===== src/rtl/lcd_spi_receiver_if.sv =====
// lcd_spi_receiver_if: SPI pins, FIFO output stream and status/flag signals of the LCD SPI receiver.
interface lcd_spi_receiver_if #(
  parameter int W_LEVEL = 3
);
  logic               lcd_cs;
  logic               lcd_sclk;
  logic               lcd_mosi;
  logic               lcd_dc;
  logic               out_valid;
  logic               out_ready;
  logic [7:0]         out_data;
  logic               out_dc;
  logic [W_LEVEL-1:0] level;
  logic               busy;
  logic               overflow;
  logic               frame_err;
  logic               clr_flags;
  modport slave (
    input  lcd_cs, lcd_sclk, lcd_mosi, lcd_dc, out_ready, clr_flags,
    output out_valid, out_data, out_dc, level, busy, overflow, frame_err
  );
  modport master (
    output lcd_cs, lcd_sclk, lcd_mosi, lcd_dc, out_ready, clr_flags,
    input  out_valid, out_data, out_dc, level, busy, overflow, frame_err
  );
endinterface


===== src/rtl/lcd_spi_receiver.sv =====
// lcd_spi_receiver: SPI mode-0 LCD byte receiver with pin synchronizers and a first-word-fall-through FIFO.
module lcd_spi_receiver #(
  parameter int FIFO_DEPTH = 4,
  parameter int W_LEVEL    = 3
) (
  input logic               clk,
  input logic               rst_n,
  lcd_spi_receiver_if.slave bus
);
  localparam int AW = W_LEVEL - 1;
  localparam logic [W_LEVEL-1:0] FULL_LEVEL = W_LEVEL'(FIFO_DEPTH);
  logic [2:0]         r_cs_s, r_sclk_s;
  logic [1:0]         r_mosi_s, r_dc_s;
  logic [2:0]         r_cnt;
  logic [6:0]         r_sh;
  logic               r_push, r_push_dc;
  logic [7:0]         r_push_data;
  logic [8:0]         r_mem [FIFO_DEPTH];
  logic [W_LEVEL-1:0] r_wptr, r_rptr;
  logic               r_ovf, r_ferr;
  logic               w_cs, w_sclk_rise, w_cs_rise;
  logic               w_valid, w_full, w_pop, w_wr, w_drop;
  logic [W_LEVEL-1:0] w_level;
  logic [8:0]         w_head;
  // Chip select resets high so the bus looks idle and no edge is seen on release.
  always_ff @(posedge clk or negedge rst_n) begin
    if (!rst_n) begin
      r_cs_s   <= 3'b111;
      r_sclk_s <= '0;
      r_mosi_s <= '0;
      r_dc_s   <= '0;
    end else begin
      r_cs_s   <= {r_cs_s[1:0], bus.lcd_cs};
      r_sclk_s <= {r_sclk_s[1:0], bus.lcd_sclk};
      r_mosi_s <= {r_mosi_s[0], bus.lcd_mosi};
      r_dc_s   <= {r_dc_s[0], bus.lcd_dc};
    end
  end
  assign w_cs        = r_cs_s[1];
  assign w_cs_rise   = r_cs_s[1] & ~r_cs_s[2];
  assign w_sclk_rise = r_sclk_s[1] & ~r_sclk_s[2] & ~w_cs;
  // The completed byte is staged one cycle before entering the FIFO.
  always_ff @(posedge clk or negedge rst_n) begin
    if (!rst_n) begin
      r_cnt       <= '0;
      r_sh        <= '0;
      r_push      <= 1'b0;
      r_push_data <= '0;
      r_push_dc   <= 1'b0;
    end else begin
      r_push <= w_sclk_rise && r_cnt == 3'd7;
      if (w_sclk_rise) begin
        r_push_data <= {r_sh, r_mosi_s[1]};
        r_push_dc   <= r_dc_s[1];
      end
      if (w_cs) begin
        r_cnt <= '0;
        r_sh  <= '0;
      end else if (w_sclk_rise) begin
        r_cnt <= r_cnt + 3'd1;
        r_sh  <= {r_sh[5:0], r_mosi_s[1]};
      end
    end
  end
  assign w_level = r_wptr - r_rptr;
  assign w_valid = w_level != '0;
  assign w_full  = w_level == FULL_LEVEL;
  assign w_pop   = w_valid & bus.out_ready;
  assign w_wr    = r_push & (~w_full | w_pop);
  assign w_drop  = r_push & w_full & ~w_pop;
  always_ff @(posedge clk) begin
    if (w_wr) r_mem[r_wptr[AW-1:0]] <= {r_push_dc, r_push_data};
  end
  always_ff @(posedge clk or negedge rst_n) begin
    if (!rst_n) begin
      r_wptr <= '0;
      r_rptr <= '0;
      r_ovf  <= 1'b0;
      r_ferr <= 1'b0;
    end else begin
      if (w_wr) r_wptr <= r_wptr + 1'b1;
      if (w_pop) r_rptr <= r_rptr + 1'b1;
      r_ovf  <= w_drop | (r_ovf & ~bus.clr_flags);
      r_ferr <= (w_cs_rise && r_cnt != 3'd0) | (r_ferr & ~bus.clr_flags);
    end
  end
  assign w_head        = w_valid ? r_mem[r_rptr[AW-1:0]] : '0;
  assign bus.out_valid = w_valid;
  assign bus.out_data  = w_head[7:0];
  assign bus.out_dc    = w_head[8];
  assign bus.level     = w_level;
  assign bus.busy      = ~w_cs;
  assign bus.overflow  = r_ovf;
  assign bus.frame_err = r_ferr;
endmodule


===== src/flat_wrapper.sv =====
// flat-port wrapper written by rule: the top's interface ports become plain ports
module lcd_spi_receiver_flat 
#(
  parameter int FIFO_DEPTH = 4,
  parameter int W_LEVEL    = 3
)
  (clk, rst_n, bus_lcd_cs, bus_lcd_sclk, bus_lcd_mosi, bus_lcd_dc, bus_out_ready, bus_clr_flags, bus_out_valid, bus_out_data, bus_out_dc, bus_level, bus_busy, bus_overflow, bus_frame_err);
  lcd_spi_receiver_if #(.W_LEVEL(W_LEVEL)) bus_i ();
  input logic clk;
  input logic rst_n;
  input wire logic [$bits(bus_i.lcd_cs)-1:0] bus_lcd_cs;
  input wire logic [$bits(bus_i.lcd_sclk)-1:0] bus_lcd_sclk;
  input wire logic [$bits(bus_i.lcd_mosi)-1:0] bus_lcd_mosi;
  input wire logic [$bits(bus_i.lcd_dc)-1:0] bus_lcd_dc;
  input wire logic [$bits(bus_i.out_ready)-1:0] bus_out_ready;
  input wire logic [$bits(bus_i.clr_flags)-1:0] bus_clr_flags;
  output wire logic [$bits(bus_i.out_valid)-1:0] bus_out_valid;
  output wire logic [$bits(bus_i.out_data)-1:0] bus_out_data;
  output wire logic [$bits(bus_i.out_dc)-1:0] bus_out_dc;
  output wire logic [$bits(bus_i.level)-1:0] bus_level;
  output wire logic [$bits(bus_i.busy)-1:0] bus_busy;
  output wire logic [$bits(bus_i.overflow)-1:0] bus_overflow;
  output wire logic [$bits(bus_i.frame_err)-1:0] bus_frame_err;
  assign bus_i.lcd_cs = bus_lcd_cs;
  assign bus_i.lcd_sclk = bus_lcd_sclk;
  assign bus_i.lcd_mosi = bus_lcd_mosi;
  assign bus_i.lcd_dc = bus_lcd_dc;
  assign bus_i.out_ready = bus_out_ready;
  assign bus_i.clr_flags = bus_clr_flags;
  assign bus_out_valid = bus_i.out_valid;
  assign bus_out_data = bus_i.out_data;
  assign bus_out_dc = bus_i.out_dc;
  assign bus_level = bus_i.level;
  assign bus_busy = bus_i.busy;
  assign bus_overflow = bus_i.overflow;
  assign bus_frame_err = bus_i.frame_err;
  lcd_spi_receiver #(.FIFO_DEPTH(FIFO_DEPTH), .W_LEVEL(W_LEVEL)) u_core (.clk(clk), .rst_n(rst_n), .bus(bus_i));
endmodule

===== config.mk =====
export PLATFORM = sky130hd
export DESIGN_NAME = lcd_spi_receiver_flat
export DESIGN_NICKNAME = d
export VERILOG_FILES = /design/src/rtl/lcd_spi_receiver_if.sv /design/src/rtl/lcd_spi_receiver.sv /design/src/flat_wrapper.sv
export SDC_FILE = /design/constraint.sdc
export NUM_CORES = 1
export LEC_CHECK = 0
export ABC_AREA = 0
export BUFFER_PORTS_ARGS = -buffer_cell sky130_fd_sc_hd__buf_2
export CAP_MARGIN = 5
export CORE_AREA = 2 2 72 74
export CTS_CLUSTER_SIZE = 28
export DETAILED_ROUTE_END_ITERATION = 6
export DIE_AREA = 0 0 74 76
export PLACE_DENSITY = 0.79
export SYNTH_ARGS = -nofsm -noshare
export SYNTH_HDL_FRONTEND = slang
export SYNTH_SLANG_ARGS = --single-unit

===== constraint.sdc =====
create_clock -name clk -period 6.35 [get_ports clk]
set_input_delay 1.27 -clock clk [delete_from_list [all_inputs] [get_ports clk]]
set_output_delay 1.27 -clock clk [all_outputs]
set_load 0.01 [all_outputs]

==> results.yml, run 1 <==
logic_synthesis:
  synth_cells: 188
  synth_top_area_cell: "edfxtp_1"
  synth-simple-area-share: 0.0763
  synth_top_area_frac: 0.364
  synthTopCellsByArea: "edfxtp_1, dfrtp_1, mux4_2"
  ys_ff_latch: 74
  synth_adder_area_share: 0.0447
  yosysSeqAreaShare: 0.686
  syn-num-nets: 206
  synth.avg_cell_area_um2: 15.8
  synth_top_family_by_area: "multiplexers"
  synth_mux_area_frac: 0.116
  yosys.area_share.xor_xnor: 0.0202
  yosysWarnings: 0
  synthDistinctLibCells: 29
  synth_compound_area_frac: 0.0371
  syn_area_um2: 2970
worst_setup_path:
  worstSetupEndpointType: "output port"
  worstPathMaxFanout: 12
  crit_type: "register to output port"
  crit_required_ns: 5.08
  worstPathArrival_ns: 2.72
  cp-start-kind: "register"
detailed_routing:
  top_layer: "met4"
  vias: 1541
  met1_length_um: 2100
  wl_per_cell_um: 16.1
  drtPass1Iterations: 4
  drtIter0Drc: 99
  ant_nets: 0
  drc_errors: 0
  wl_met3_um: 156
  via_per_inst: 5.28
  drt-total-wl_um: 4700
  wl_met2_um: 2380
final_layout:
  final_cell_mix: "edfxtp_1, dfrtp_1, nand2_1, buf_2"
  final_common_cell: "edfxtp_1"
  finalNonFillerCells: 292
  seq_area_um2: 2040
  antenna_cells: 0
  nets: 235
  area.growth.synth_to_final_pct: 13.0
  drive_above_1_share: 0.306
  multi_input_area_um2: 875
  fillers: 327
global_routing:
  grt_pass1_vias: 1678
  grt_usage: 0.194
  grt_max_degree: 39
  antenna_found_initial: 0
  grt_pass1_wl_um: 8060
  overflow: 0
pwr:
  powerDensity_nw_per_um2: 364
  ir_drop_uv: 178
  finalPower_mw: 1.22
  leakage_nw: 1.35
timing:
  final_max_slew_viol_count: 0
  final-setup-viol-count: 0
  clock_skew_ns: 0.00630
  finalCriticalPeriod_ns: 3.99
  fmax_mhz: 251
  fin_crit_sh: 0.628
  rsz0062_at_grt: "false"
  worst_slew_pin_slew_ns: 0.933
  finalSetupTns_ns: 0
  hold_viol_final: 0
  max-slew-margin-rel: 0.378
cts:
  cts_tree: "yes"
  clock_path_buffers: 2
  cts_hold_buf: 0
  clock-sinks: 74
  post_cts_buffers: 0
  clock_latency_ns: 0.34
  h-tree-depth: 3
  cts_buffers: 9
  clk_pin_slew_ns: 0.08
  clock-root-buffer: "clkbuf_8"
  cts-resized-gates: 0
place:
  dpl.hpwl_um: 3170
  globalplace.congestion: 0.778
  io_buffer_count: 23
  dp_cells: 276
flow_run:
  drv_cap: 0
floorplan:
  core_region_area_um2: 4910
  rows: 26
  dieArea_um2: 5620
  die_x_um: 74
  initial_core_util: 0.604
  ios: 24
  die_h_um: 76
status:
  status: "complete, no violations"
hold_path:
  hold_path_class: "register to register"
-- registers in the layout, summed over array words and instances (netlist names) --
register / count
u_core.r_mosi_s: 2
u_core.r_dc_s: 2
u_core.r_push_dc: 1
u_core.r_wptr: 3
u_core.r_cs_s: 3
u_core.bus.overflow: 1
u_core.r_sh: 7
u_core.r_mem: 36
u_core.r_cnt: 3
u_core.r_push_data: 8
u_core.bus.frame_err: 1
u_core.r_rptr: 3
u_core.r_push: 1
u_core.r_sclk_s: 3
-- layout make-up --
type,instances,share of cell area
Clock inverter,7,0.0239
Tap cell,70,0.0261
Timing Repair Buffer,23,0.0343
Inverter,10,0.0112
Multi-Input combinational cell,99,0.261
Clock buffer,9,0.0369
Sequential cell,74,0.607
-- cell families (layout without fill, tap and decap cells) --
kind of cell,after synthesis,count (layout)
XOR/XNOR,5,5
AO/OA/AOI/OAI,17,17
adder cells (fa/ha/maj),10,10
buffers and inverters,15,49
flip-flops,74,74
multiplexers,21,21
AND/OR/NAND/NOR,46,46
-- power breakdown --
group	internal, mW	switching [mW]
Combinational	0.159	0.133
Clock	0.184	0.176
Sequential	0.521	0.0481
-- worst max-delay path: stages, from the launching register on --
cell     delay, ns
dfrtp_1       0.63
ha_1          0.35
fa_1          0.44
xor3_2        0.34
nor2_2        0.38
nor2b_1       0.09
buf_2         0.15
-- path summary, 6_finish.rpt --
kind / startpoint / to / slack (ns) / depth (start not counted)
worst max-delay path: u_core.r_rptr[0] / bus_out_data[0] / 2.36 / 6
worst min register to register: u_core.r_mosi_s[0] / u_core.r_mosi_s[1] / 0.36 / 0
min in group asynchronous: rst_n / u_core.r_mosi_s[0] / 1.02 / 1
max in group asynchronous: rst_n / u_core.r_rptr[0] / 4.82 / 1
worst max register to register: u_core.r_rptr[0] / u_core.r_mem[3][0] / 3.38 / 4
worst min-delay path: u_core.r_mosi_s[0] / u_core.r_mosi_s[1] / 0.36 / 0
-- per-stage QoR --
| stage | util | hold WS (ns) | setup slack (ns) | area (µm²) |
|---|---|---|---|---|
| after global placement | 0.641 | 0.332 | 2.76 | 3150 |
| after CTS | 0.683 | 0.361 | 2.31 | 3350 |
| after global routing | 0.683 | 0.364 | 2.10 | 3350 |
| after floorplan | - | 0.331 | 3.26 | 2970 |
| final | 0.683 | 0.361 | 2.36 | 3350 |
| after detailed placement | 0.641 | 0.339 | 2.68 | 3150 |
-- cell usage after synthesis --
cell and number:
a21boi_4 1, a21oi_1 11, and2_1 3, and3_1 1
and3b_1 1, buf_1 1, clkbuf_1 3, clkbuf_2 1
dfrtp_1 35, dfstp_2 3, edfxtp_1 36, fa_1 1
ha_1 9, inv_1 10, mux2_2 10, mux2_4 2
mux4_2 9, nand2_1 25, nand2b_1 1, nand3_1 1
nand4_1 1, nor2_2 2, nor2b_1 11, o21ai_0 2
o21ai_2 1, o311ai_0 1, o32ai_1 1, xnor2_1 4
xor3_2 1
-- routing by layer --
metal  up-vias  GRT usage
met5         -          0
met2        29      0.307
met1       784      0.263
met3         7     0.0476
li1        721          -
met4         0     0.0709
Power figures use the tool's default switching activity.
==> run 2, diff against run 1 <==
--- a/config.mk
+++ b/config.mk
@@ -8,11 +8,11 @@
 export ABC_AREA = 0
 export BUFFER_PORTS_ARGS = -buffer_cell sky130_fd_sc_hd__buf_2
 export CAP_MARGIN = 5
-export CORE_AREA = 2 2 72 74
+export CORE_AREA = 2 2 75 77
 export CTS_CLUSTER_SIZE = 28
 export DETAILED_ROUTE_END_ITERATION = 6
-export DIE_AREA = 0 0 74 76
-export PLACE_DENSITY = 0.79
+export DIE_AREA = 0 0 77 79
+export PLACE_DENSITY = 0.73
 export SYNTH_ARGS = -nofsm -noshare
 export SYNTH_HDL_FRONTEND = slang
 export SYNTH_SLANG_ARGS = --single-unit
==> constraint.sdc (replaced) <==
create_clock -name clk -period 3.9 [get_ports clk]
set_input_delay 0.78 -clock clk [delete_from_list [all_inputs] [get_ports clk]]
set_output_delay 0.78 -clock clk [all_outputs]
set_load 0.01 [all_outputs]
==> run 2 against run 1 <==
Net effect: sequential share of layout area down 0.38 points; first-iteration DRC count down 34%; total power up 63%; routed wire length down 5.4%; worst hold slack worse by 0.0091 ns; via count down 0.91%; highest routed layer unchanged.
==> results.yml, run 2 (synthesis results as in run 1) <==
timing:
  fmax_mhz: 307
  clock_skew_ns: 0.00803
  finalSetupTns_ns: 0
  final-setup-viol-count: 0
  final_max_slew_viol_count: 0
  worst_slew_pin_slew_ns: 0.812
  fin_crit_sh: 0.835
  rsz0062_at_grt: "false"
  finalCriticalPeriod_ns: 3.26
  max-slew-margin-rel: 0.458
  hold_viol_final: 0
cts:
  cts_buffers: 9
  post_cts_buffers: 0
  cts-resized-gates: 0
  clock-root-buffer: "clkbuf_8"
  h-tree-depth: 3
  cts_tree: "yes"
  clk_pin_slew_ns: 0.08
  clock_path_buffers: 2
  cts_hold_buf: 0
  clock_latency_ns: 0.33
  clock-sinks: 74
floorplan:
  core_region_area_um2: 5340
  die_x_um: 77
  dieArea_um2: 6080
  ios: 24
  initial_core_util: 0.556
  rows: 27
  die_h_um: 79
final_layout:
  antenna_cells: 0
  final_cell_mix: "edfxtp_1, dfrtp_1, nand2_1, buf_2"
  area.growth.synth_to_final_pct: 13.7
  final_common_cell: "edfxtp_1"
  largest_reg_flops: 36
  drive_above_1_share: 0.313
  fin_util: 0.632
  nets: 237
pwr:
  leakage_nw: 1.37
  finalPower_mw: 1.99
  powerDensity_nw_per_um2: 589
  switching_share: 0.284
  p_switching_mw: 0.564
  pwr-share-comb: 0.258
  p_seq_frac: 0.452
  intPower_mw: 1.42
  ir_drop_uv: 267
  clkPwrFrac: 0.290
worst_setup_path:
  cp-start-kind: "register"
  crit_required_ns: 3.12
  crit_type: "register to output port"
  crit_chain: "fa_1 > xor3_2 > nor2_2 > nor2b_1 > buf_2"
  cp-startpoint: "u_core.r_rptr[1]"
  r2r-end: "u_core.r_mem[0][5]"
  ff2ff_path_depth: 4
  worstPathArrival_ns: 2.48
  slowest_delay_ns: 0.59
  cp-endpoint: "bus_out_data[3]"
  worstPathMaxFanout: 12
  critical_path.n_buffers_inverters: 1
  cp.depth: 5
  cpLargestDelayFamily: "flip-flops"
  reg2reg_slack_ns: 1.31
  r2r_start: "u_core.r_rptr[1]"
  worstSetupEndpointType: "output port"
  crit_slowest_cell: "dfrtp_1"
detailed_routing:
  ant_nets: 0
  drt-total-wl_um: 4450
  drc_errors: 0
  vias: 1527
  wl_per_cell_um: 15.0
  drtIter0Drc: 65
  via_per_inst: 5.16
  drtPass1Iterations: 4
status:
  status: "complete, no violations"
global_routing:
  grt_max_degree: 39
  use_met2: 0.272
  grt_usage: 0.165
  grt.met1_usage: 0.209
  grt_pass1_wl_um: 7600
  antenna_found_initial: 0
  use_met3: 0.0330
  grt_pass1_vias: 1586
  overflow: 0
  grt.busiest_layer: "met2"
flow_run:
  drv_cap: 0
hold_path:
  hold_path_class: "register to register"
place:
  dpl.hpwl_um: 3070
  io_buffer_count: 23
  globalplace.congestion: 0.746
## run 2: cell count changes in the layout (fill, tap and decap cells not counted), sizes merged
cell	previous run	this run
clkbuf	9	11
buf	23	25
clkinv	4	3
bufinv	1	0
## run 2: area by class of cell
type                    instances  area (µm²)
clock buffers                  11         174
clock inverters                 5        33.8
well taps                      72        90.1
flip-flops and latches         74        2040
multi-input cells              99         875
repair buffers                 25         130
inverters                      10        37.5
fillers                       432        1960
## run 2: how the worst min path moves through the flow
stage	from	to	slack, ns	cells after the start
finish	u_core.r_mosi_s[0]	u_core.r_mosi_s[1]	0.35	0
global route	u_core.r_cs_s[0]	u_core.r_cs_s[1]	0.36	0
CTS	u_core.r_mosi_s[0]	u_core.r_mosi_s[1]	0.35	0
detailed placement	u_core.r_mosi_s[0]	u_core.r_mosi_s[1]	0.33	0
global placement	u_core.r_dc_s[0]	u_core.r_dc_s[1]	0.33	0
floorplan	u_core.r_dc_s[0]	u_core.r_dc_s[1]	0.33	0
## run 2: stage by stage
stage,instances,setup WS [ns],cell area (µm²),hold WS (ns)
floorplan,188,1.30,2970,0.331
global placement,280,1.03,3170,0.332
detailed placement,280,0.927,3170,0.335
CTS,296,0.570,3380,0.353
global route,296,0.446,3380,0.363
finish,296,0.645,3380,0.352
## run 2: worst reg2reg max path, stage by stage (launching register included)
cell and delay [ns]:
dfrtp_1 0.71, fa_1 0.55, and3b_1 0.28, a21boi_4 0.23
and2_1 0.46
## run 2: layer usage
layer,up-vias,part of all wire
li1,728,-
met1,774,0.44
met2,20,0.52
met3,5,0.026
met4,0,0.015
met5,-,0
## run 2: power groups by stage
stage	Clock, mW	Sequential [mW]	Combinational (mW)
detailed placement	0	0.917	0.524
global placement	0	0.911	0.508
finish	0.576	0.899	0.513
CTS	0.590	0.900	0.526
floorplan	0	0.887	0.386
global route	0.620	0.904	0.564
